$ cat config.mk
export PLATFORM = sky130hd
export DESIGN_NAME = pipe_stage_chain
export DESIGN_NICKNAME = d
export VERILOG_FILES = /design/src/rtl/pipe_stage_chain.sv
export SDC_FILE = /design/constraint.sdc
export NUM_CORES = 1
export LEC_CHECK = 0
export BUFFER_PORTS_ARGS = -buffer_cell sky130_fd_sc_hd__clkbuf_2
export CAP_MARGIN = 40
export CORE_AREA = 2 2 98 100
export CTS_BUF_LIST = sky130_fd_sc_hd__clkbuf_8
export DETAILED_ROUTE_END_ITERATION = 16
export DIE_AREA = 0 0 100 102
export PLACE_DENSITY = 0.73
export SLEW_MARGIN = 10
export SYNTH_ARGS = -nofsm -noshare
export SYNTH_HDL_FRONTEND = slang
export SYNTH_SLANG_ARGS = --single-unit
$ cat constraint.sdc
create_clock -name clk -period 2.4 [get_ports clk]
set_input_delay 0.24 -clock clk [delete_from_list [all_inputs] [get_ports clk]]
set_output_delay 0.24 -clock clk [all_outputs]
set_load 0.02 [all_outputs]
$ cat src/rtl/pipe_stage_chain.sv
// pipe_stage_chain: valid/ready pipeline-register chain with stall, flush and
// a saturating flushed-entry counter.
// Ports: clk, reset (async, active-low); in_valid/in_ready/in_data upstream;
//   out_valid/out_ready/out_data downstream; flush kills in-flight entries;
//   count = entries held; kill_cnt = saturating count of flushed entries.
// Option: define PIPE_CHAIN_SKID_EN to add a skid entry ahead of stage 0,
//   making in_ready a registered signal and raising capacity to STAGES+1.
module pipe_stage_chain #(
    parameter int WIDTH  = 32,
    parameter int STAGES = 2,
    parameter int KILL_W = 16,
    localparam int CW    = $clog2(STAGES + 2)
) (
    input  logic              clk,
    input  logic              reset,
    input  logic              in_valid,
    output logic              in_ready,
    input  logic [WIDTH-1:0]  in_data,
    output logic              out_valid,
    input  logic              out_ready,
    output logic [WIDTH-1:0]  out_data,
    input  logic              flush,
    output logic [CW-1:0]     count,
    output logic [KILL_W-1:0] kill_cnt
);

    localparam int SW = ((KILL_W > CW) ? KILL_W : CW) + 1;
    localparam logic [KILL_W-1:0] KMAX = '1;

    logic [STAGES-1:0] v_q;
    logic [WIDTH-1:0]  d_q [STAGES];
    logic [STAGES:0]   r;
    logic              in_xfer;
    logic              out_xfer;
    logic              src_v;
    logic [WIDTH-1:0]  src_d;
    logic [CW-1:0]     count_q, count_d;
    logic [KILL_W-1:0] kill_q, kill_d;
    logic [SW-1:0]     kill_sum;

    // r[i]: stage i may load this edge. Built with a running OR so each
    // bit depends only on v_q and out_ready, never on another r bit.
    always_comb begin : ready_chain
        logic acc;
        acc       = out_ready;
        r         = '0;
        r[STAGES] = out_ready;
        for (int i = STAGES - 1; i >= 0; i--) begin
            acc  = acc | ~v_q[i];
            r[i] = acc;
        end
    end

    assign in_xfer   = in_valid & in_ready;
    assign out_valid = v_q[STAGES-1];
    assign out_data  = d_q[STAGES-1];
    assign out_xfer  = out_valid & out_ready;

`ifdef PIPE_CHAIN_SKID_EN
    logic             skid_v_q;
    logic [WIDTH-1:0] skid_d_q;

    // Registered ready: no combinational path from out_ready.
    assign in_ready = reset & ~skid_v_q;
    // The skid entry is older than any new beat, so it loads first.
    assign src_v    = skid_v_q | in_xfer;
    assign src_d    = skid_v_q ? skid_d_q : in_data;

    always_ff @(posedge clk or negedge reset) begin
        if (!reset) begin
            skid_v_q <= 1'b0;
            skid_d_q <= '0;
        end else begin
            if (skid_v_q) begin
                if (r[0]) skid_v_q <= 1'b0;
            end else if (in_xfer && !r[0]) begin
                skid_v_q <= 1'b1;
                skid_d_q <= in_data;
            end
            if (flush) skid_v_q <= 1'b0;
        end
    end
`else
    assign in_ready = reset & r[0];
    assign src_v    = in_xfer;
    assign src_d    = in_data;
`endif

    // Flush discards what stays behind; a same-edge output beat still leaves.
    always_comb begin
        count_d  = count_q + CW'(in_xfer) - CW'(out_xfer);
        kill_sum = SW'(kill_q) + SW'(count_q) - SW'(out_xfer);
        kill_d   = kill_q;
        if (flush) begin
            count_d = '0;
            if (kill_sum > {{(SW-KILL_W){1'b0}}, KMAX}) kill_d = KMAX;
            else                                        kill_d = kill_sum[KILL_W-1:0];
        end
    end

    always_ff @(posedge clk or negedge reset) begin
        if (!reset) begin
            v_q     <= '0;
            for (int i = 0; i < STAGES; i++) d_q[i] <= '0;
            count_q <= '0;
            kill_q  <= '0;
        end else begin
            for (int i = STAGES - 1; i >= 1; i--) begin
                if (r[i]) begin
                    v_q[i] <= v_q[i-1];
                    if (v_q[i-1]) d_q[i] <= d_q[i-1];
                end
            end
            if (r[0]) begin
                v_q[0] <= src_v;
                if (src_v) d_q[0] <= src_d;
            end
            if (flush) v_q <= '0;
            count_q <= count_d;
            kill_q  <= kill_d;
        end
    end

    assign count    = count_q;
    assign kill_cnt = kill_q;

endmodule

Yosys cells after proc, flatten, opt, wreduce, memory -nomap -nowiden
Index checks and enable logic that the tools add are counted.
{"block": "totals", "regBits": 84, "word_cells": 27}
{"block": "op_classes", "addsub": 4, "magnitude_cmp": 1, "muxes": 5, "n_bitwise": 7, "reduce_logical": 4}
{"cell": "$add 16x2->17", "count": 1}
{"cell": "$gt 17x16->1 const B", "count": 1}
{"cell": "$sub 17x1->17", "count": 1}
{"cell": "$mux 16", "count": 1}
{"cell": "$mux 2", "count": 2}
{"cell": "$reduce_and 2->1", "count": 2}
{"cell": "$reduce_bool 2->1", "count": 2}
{"cell": "$and 1x1->1", "count": 3}
{"cell": "$add 2x1->2", "count": 1}
{"cell": "$mux 1", "count": 2}
{"cell": "$not 1->1", "count": 2}
{"cell": "$or 1x1->1", "count": 2}
{"cell": "$sub 2x1->2", "count": 1}

Longest topological paths before layout
Gate-level depths: netlist of run 1.
{"block": "depth", "word_depth": 8, "depth_mapped": 13, "mapped_depth_nobuf": 12}

Worst setup path before layout of run 1
No wires, ideal clock.
{"block": "synth_path", "path_kind": "register -> register", "start": "register v_q[1]", "end": "register kill_q[4] (netlist: kill_cnt[4])", "t_arrival_ns": 2.575, "required_time_ns": 2.247, "slack_ns": -0.329, "stages_incl_launch_ff": 13, "n_path_buf": 1, "period_less_slack_ns": 2.729, "cell_sequence": "dfrtp_1 -> and2_1 -> ha_1 -> inv_1 -> ha_1 -> inv_1 -> fa_1 -> nand2b_1 -> a21oi_1 -> o211ai_2 -> a31oi_4 -> buf_12 -> a31oi_4"}
{"block": "synth_via", "elab_chain_len": 4}
{"element": "from (decl)", "line_no": "30", "rtl": "logic [STAGES-1:0] v_q;"}
{"element": "from (signal, indexed assignment)", "line_no": "110", "rtl": "v_q[i] <= v_q[i-1];"}
{"element": "$and 1x1->1 (*)", "line_no": "57", "rtl": "assign out_xfer = out_valid & out_ready;"}
{"element": "$sub 17x1->17 (*)", "line_no": "92", "rtl": "kill_sum = SW'(kill_q) + SW'(count_q) - SW'(out_xfer);"}
{"element": "$gt 17x16->1", "line_no": "96", "rtl": "if (kill_sum > {{(SW-KILL_W){1'b0}}, KMAX}) kill_d = KMAX;"}
{"element": "$mux 16 (*)", "line_no": "96"}
{"element": "to (signal assigned)", "line_no": "120", "rtl": "kill_q <= kill_d;"}
{"element": "to (decl)", "line_no": "38", "rtl": "logic [KILL_W-1:0] kill_q, kill_d;"}
Every way passes the cells marked *; elsewhere a longest branch is shown, timed or not.
A chain may end at the register's enable or synchronous reset.

Worst setup path in the final report of run 1
{"block": "layout_path", "start": "register v_q[1]", "end": "register kill_q[9] (netlist: kill_cnt[9])"}
Same word-level chain as after synthesis.

==> metrics, run 1 <==
antenna fix cells 0; crit path DAT 2.71 ns; setup slack after placement -0.1092 ns; Worst VDD drop 1029 uV; async set-reset flop share out of synthesis 100.0%; status finished with violations; syn avg cell area 12.02 um^2; vias in the first global route 2,918; Synth Warn # 0; routed via count 2,885; failing checks setup timing; total congestion overflow 0; clock sinks 84; Hold Crit Class in2reg; Reg area 0.002103 mm^2; DIE AREA 0.01020 mm^2; min setup slack post-route -0.04942 ns; H-tree depth 3; FILL cells 762; first-pass GRT wire length 13.67 mm; share of layout cells above drive strength 1 45.88%; most common cell after layout, fill and taps aside clkbuf_2; share of Yosys cell area claimed by the top area cell type 47.12%; cell taking the most area after synthesis dfrtp_1; FF-to-FF Start v_q[1]$_DFFE_PN0P_; DRC violations left 0; die height 102 um; Routability Congestion 0.8377; clk root buf clkbuf_8; largest net degree at the start of global routing 57; clk slew on worst S/H paths 0.09 ns; post-synth cell types 42; maximum root-to-sink buffer count 2; Max-cap violations 0; Buf+Inv Stages, Crit Path 3; worst-skew pair later-pin latency 0.34 ns; Max-slew headroom 69.41%; final net count 502; Synth Flop Type dfrtp_1; vias per std cell 5.152; fmax 408.3 MHz; total wire length 8.268 mm; total power 6.985 mW; clock tree from TritonCTS yes; DRT iter0 DRCs 78; Final ANT Viol Nets 0; Lkg Pwr 2.484 nW; slowest CP cell dfrtp_2; CTS Buf Count 9; Slew @ Worst Pin 0.4588 ns; P&R area growth vs syn 16.77%; total track usage 16.92%; Max FO, Critical Path 8; crit path cell chain and2_4 > ha_4 > inv_4 > ha_4 > inv_2 > fa_2 > nand2b_4 > a21oi_4 > o211ai_4 > a21oi_2 > a31oi_4 > buf_12 > a31oi_4; Slew Limit Fails 0; PwrDens 1341 mW/mm^2; DR WL/cell 14.76 um; synth top area cells dfrtp_1, mux2_2, ha_1; initial antenna violation count 0; Max stage delay on crit path 0.41 ns; Seq/Total Area, Yosys 47.12%; # IOs 89; Yosys reg bits 84; HPWL after detailed placement 6.089 mm; num rows 35; Synth Instances 371; Critical Path End Type flop; Post-Syn Area 0.004461 mm^2; Post-synth EDFFs 0; final setup skew 0.01152 ns; Initial Utilization 48.97%; minimum clock period 2.449 ns; Worst Path Required 2.66 ns; multi-input combinational cell area 0.002041 mm^2; commonest cells after routing, fill and taps aside clkbuf_2, dfrtp_1, mux2_2; core area 0.009109 mm^2; Port Buffers 88; total nets after synthesis 429; fraction of the cycle the final worst path needs 102.1%; final setup fails 16; Worst setup startpoint v_q[1]$_DFFE_PN0P_; RSZ-0062 raised after global routing yes; critical hold path startpoint in_data[4]; Final Hold Vio Count 0; Crit Path Class reg2reg; DR pass1 iterations 4; Startpoint Class flop; CP top delay family compound AO/OA/AOI/OAI gates; Die Wd 100 um
## final cells by class
cell class	instances	share of cell area, %
Clock inverter	6	0.9128
Sequential cell	84	40.38
Timing Repair Buffer	107	12.23
Multi-Input combinational cell	215	39.18
Clock buffer	10	2.642
Tap cell	111	2.666
Inverter	27	1.994
## metrics by stage
step / util, % / cell area, um^2 / hold slack, ns / cells / TNS [ns]
2_1_floorplan: - / 4503 / -0.05559 / 371 / -1.133
3_3_place_gp: 53.74 / 4895 / 0.4540 / 538 / -0.6798
3_5_place_dp: 54.04 / 4922 / 0.2971 / 539 / -1.309
4_1_cts: 56.37 / 5135 / 0.08734 / 557 / -0.9594
5_1_grt: 57.18 / 5209 / 0.09146 / 560 / -2.234
6_report: 57.18 / 5209 / 0.1041 / 560 / -0.5422
## report_power, final
| part | internal [mW] | total, mW | leakage [nW] | switching [mW] |
|---|---|---|---|---|
| Combinational | 1.76 | 4.03 | 1.41 | 2.27 |
| Sequential | 1.77 | 2.02 | 0.972 | 0.245 |
| Clock | 0.416 | 0.935 | 0.0985 | 0.519 |
| Total | 3.95 | 6.99 | 2.48 | 3.03 |
## cells by family after synthesis
| logic type | synth area share (%) |
|---|---|
| buffers and inverters | 9.341 |
| multiplexers | 16.16 |
| AND/OR/NAND/NOR | 5.638 |
| XOR/XNOR | 3.142 |
| adder cells (fa/ha/maj) | 6.059 |
| flip-flops | 47.12 |
| AO/OA/AOI/OAI | 12.54 |
## final timing paths
| kind | endpoint | slack, ns | cells past startpoint |
|---|---|---|---|
| min | d_q[36]$_DFFE_PN0P_ | 0.10 | 2 |
| max in group asynchronous | out_data[7]$_DFFE_PN0P_ | 1.29 | 4 |
| min in group asynchronous | d_q[58]$_DFFE_PN0P_ | 0.51 | 3 |
| min reg2reg | d_q[41]$_DFFE_PN0P_ | 0.50 | 1 |
| max | kill_cnt[9]$_DFFE_PN0P_ | -0.05 | 13 |
| max reg2reg | kill_cnt[9]$_DFFE_PN0P_ | -0.05 | 13 |
## registers in the layout, indices dropped and copies added (netlist names)
signal,cells
count,2
d_q,32
kill_cnt,16
out_data,32
v_q,2
## layer usage
| layer | vias to the layer above | routed length [um] | track usage [%] |
|---|---|---|---|
| li1 | 1397 | - | - |
| met3 | 12 | 467 | 3.899 |
| met4 | 0 | 104 | 4.953 |
| met2 | 68 | 3950 | 28.79 |
| met1 | 1408 | 3746 | 21.81 |
| met5 | - | 0 | 0 |
## synthesized netlist by cell type (2+ instances only)
library cell and number:
nor2b_1 3, mux2_1 11, nand2_1 12, o21ai_1 2, nor2_1 22, inv_1 27
o211ai_1 2, nand3_1 3, buf_2 8, dfrtp_1 84, ha_1 20, a31oi_4 11
mux2_2 53, a31oi_1 7, clkbuf_1 4, a21o_1 4, a21oi_1 17, buf_4 32
and2_1 3, xnor2_1 5, xor2_1 11, a211o_1 3, o21ai_0 4, nand2b_1 5
## what timing repair did
action | 4_1_cts | 5_1_grt
endpoints found under the setup margin | 15 | 16
resized for setup | 2 | 10
pin swaps | 9 | 3
endpoints found under the hold margin | 28 | 0
hold buffers | 1 | 0
setup buffers | 1 | 3
(Power assumes the default switching activity.)
==> inputs of run 2 (changes only) <==
--- a/config.mk
+++ b/config.mk
@@ -11,7 +11,7 @@
 export CTS_BUF_LIST = sky130_fd_sc_hd__clkbuf_8
 export DETAILED_ROUTE_END_ITERATION = 16
 export DIE_AREA = 0 0 100 102
-export PLACE_DENSITY = 0.73
+export PLACE_DENSITY = 0.69
 export SLEW_MARGIN = 10
 export SYNTH_ARGS = -nofsm -noshare
 export SYNTH_HDL_FRONTEND = slang
==> constraint.sdc (replaced) <==
create_clock -name clk -period 2.8 [get_ports clk]
set_input_delay 0.28 -clock clk [delete_from_list [all_inputs] [get_ports clk]]
set_output_delay 0.28 -clock clk [all_outputs]
set_load 0.02 [all_outputs]
==> run 2 against run 1 <==
The flow now finishes without violations. Clock skew rose by 0.0016 ns. Clock-buffer cell count is 1 lower. Die area unchanged. Largest power group unchanged. Highest routed layer unchanged.
==> metrics, run 2 (synthesized netlist as in run 1, its figures left out) <==
Final Hold Vio Count 0 (unchanged); Slew @ Worst Pin 0.8454 ns (was 0.4588 ns); status complete, no violations (was finished with violations); clock tree from TritonCTS yes (unchanged); post-layout instance area 0.005030 mm^2 (was 0.005209 mm^2); die height 102 um (unchanged); worst-skew pair later-pin latency 0.35 ns (was 0.34 ns); # IOs 89 (unchanged); clock sinks 84 (unchanged); final core occ 55.22% (was 57.18%); share of layout cells above drive strength 1 42.24% (was 45.88%); Routability Congestion 0.8182 (was 0.8377); Max stage delay on crit path 0.40 ns (was 0.41 ns); vias in the first global route 2,795 (was 2,918); DRC violations left 0 (unchanged); crit path DAT 2.89 ns (was 2.71 ns); Hold Crit Class in2reg (unchanged); setup slack after placement 0.01869 ns (was -0.1092 ns); RSZ-0062 raised after global routing no (was yes); min setup slack post-route 0.1847 ns (was -0.04942 ns); core area 0.009109 mm^2 (unchanged); Worst Path Required 3.08 ns (was 2.66 ns); DIE AREA 0.01020 mm^2 (unchanged); clk root buf clkbuf_8 (unchanged); antenna fix cells 0 (unchanged); Critical Path End Type flop (unchanged); DR pass1 iterations 4 (unchanged); final net count 491 (was 502); commonest cells after routing, fill and taps aside clkbuf_2, dfrtp_1, mux2_2 (unchanged); final setup skew 0.01311 ns (was 0.01152 ns); Startpoint Class flop (unchanged); Lkg Pwr 2.410 nW (was 2.484 nW); total congestion overflow 0 (unchanged); Die Wd 100 um (unchanged); placed cells 532 (was 539); P&R area growth vs syn 12.76% (was 16.77%); PwrDens 1139 mW/mm^2 (was 1341 mW/mm^2); Slew Limit Fails 0 (unchanged); vias per std cell 5.257 (was 5.152); Max-slew headroom 43.64% (was 69.41%); minimum clock period 2.615 ns (was 2.449 ns); num rows 35 (unchanged); maximum root-to-sink buffer count 2 (unchanged); Worst VDD drop 697.8 uV (was 1029 uV); final setup fails 0 (was 16); total track usage 16.29% (was 16.92%); final non-filler cell total 549 (was 560); DRT iter0 DRCs 43 (was 78); routed via count 2,886 (was 2,885); Reg area 0.002102 mm^2 (was 0.002103 mm^2); multi-input combinational cell area 0.001983 mm^2 (was 0.002041 mm^2); H-tree depth 3 (unchanged); FILL cells 801 (was 762); fraction of the cycle the final worst path needs 93.40% (was 102.1%); initial antenna violation count 0 (unchanged); first-pass GRT wire length 13.10 mm (was 13.67 mm); Port Buffers 88 (unchanged); slowest CP cell dfrtp_1 (was dfrtp_2); Final ANT Viol Nets 0 (unchanged); most common cell after layout, fill and taps aside clkbuf_2 (unchanged); DR WL/cell 14.88 um (was 14.76 um); largest net degree at the start of global routing 57 (unchanged); placed instance area 0.004802 mm^2 (was 0.004922 mm^2); total wire length 8.171 mm (was 8.268 mm); crit path cell chain and2_1 > ha_1 > inv_1 > ha_1 > inv_1 > fa_2 > nand2b_4 > a21oi_4 > o211ai_4 > a21oi_2 > a31oi_4 > buf_4 > a31oi_4 (was and2_4 > ha_4 > inv_4 > ha_4 > inv_2 > fa_2 > nand2b_4 > a21oi_4 > o211ai_4 > a21oi_2 > a31oi_4 > buf_12 > a31oi_4); clk slew on worst S/H paths 0.09 ns (about the same); Crit Path Class reg2reg (unchanged); Max FO, Critical Path 5 (was 8); CTS Buf Count 9 (unchanged); post-route setup TNS 0 ns (was -0.5422 ns); fmax 382.4 MHz (was 408.3 MHz); HPWL after detailed placement 5.903 mm (was 6.089 mm); Initial Utilization 48.97% (unchanged); Max-cap violations 0 (unchanged)
run 2: layer usage:
layer / part of all wire [%] / vias to the layer above / global-route usage, % / wire, um
met5: 0 / - / 0 / 0
met4: 0.88 / 0 / 3.477 / 72
met3: 4.6 / 7 / 4.925 / 377
met2: 49 / 65 / 27.81 / 3966
met1: 46 / 1446 / 20.67 / 3756
li1: - / 1368 / - / -
run 2: worst max-delay path, delay by kind of cell (launching register included):
kind	cells	cell delay, ns
fa+ha+maj	3	0.76
compound gates	5	0.72
flops	1	0.40
simple gates	2	0.34
buf+inv	3	0.32
run 2: worst paths after layout:
path / start / endpoint / slack [ns] / cells after the start
hold reg to reg: d_q[36]$_DFFE_PN0P_ / d_q[36]$_DFFE_PN0P_ / 0.49 / 1
hold / removal: in_data[21] / d_q[53]$_DFFE_PN0P_ / 0.14 / 2
setup / recovery: v_q[1]$_DFFE_PN0P_ / kill_cnt[4]$_DFFE_PN0P_ / 0.18 / 13
max in group asynchronous: reset / d_q[33]$_DFFE_PN0P_ / 1.63 / 4
setup reg to reg: v_q[1]$_DFFE_PN0P_ / kill_cnt[4]$_DFFE_PN0P_ / 0.18 / 13
min in group asynchronous: reset / d_q[52]$_DFFE_PN0P_ / 0.56 / 3
run 2: layout make-up:
cell class,count,area share (%)
clock buffers,9,2.463
repair buffers,96,10.52
flip-flops and latches,84,41.79
clock inverters,7,1.020
multi-input cells,215,39.43
well taps,111,2.761
inverters,27,2.015
run 2: timing repair:
action / CTS / global route
resized for setup: 1 / 7
pin swaps: 0 / 4
gates cloned: 0 / 0
endpoints found under the setup margin: 4 / 15
setup buffers: 0 / 0
endpoints found under the hold margin: 28 / 0
hold buffers: 1 / 0
run 2: metrics by stage:
step | power, mW | hold WS, ns
6_report | 5.731 | 0.1360
5_1_grt | 6.147 | 0.1181
4_1_cts | 5.707 | 0.1194
3_5_place_dp | 4.887 | 0.3392
3_3_place_gp | 4.794 | 0.4614
2_1_floorplan | 4.378 | -0.01559
run 2: power breakdown:
part	switching [mW]	internal [mW]	leakage, nW
combinational	1.89	1.34	1.34
sequential	0.198	1.52	0.974
clock	0.457	0.331	0.0971
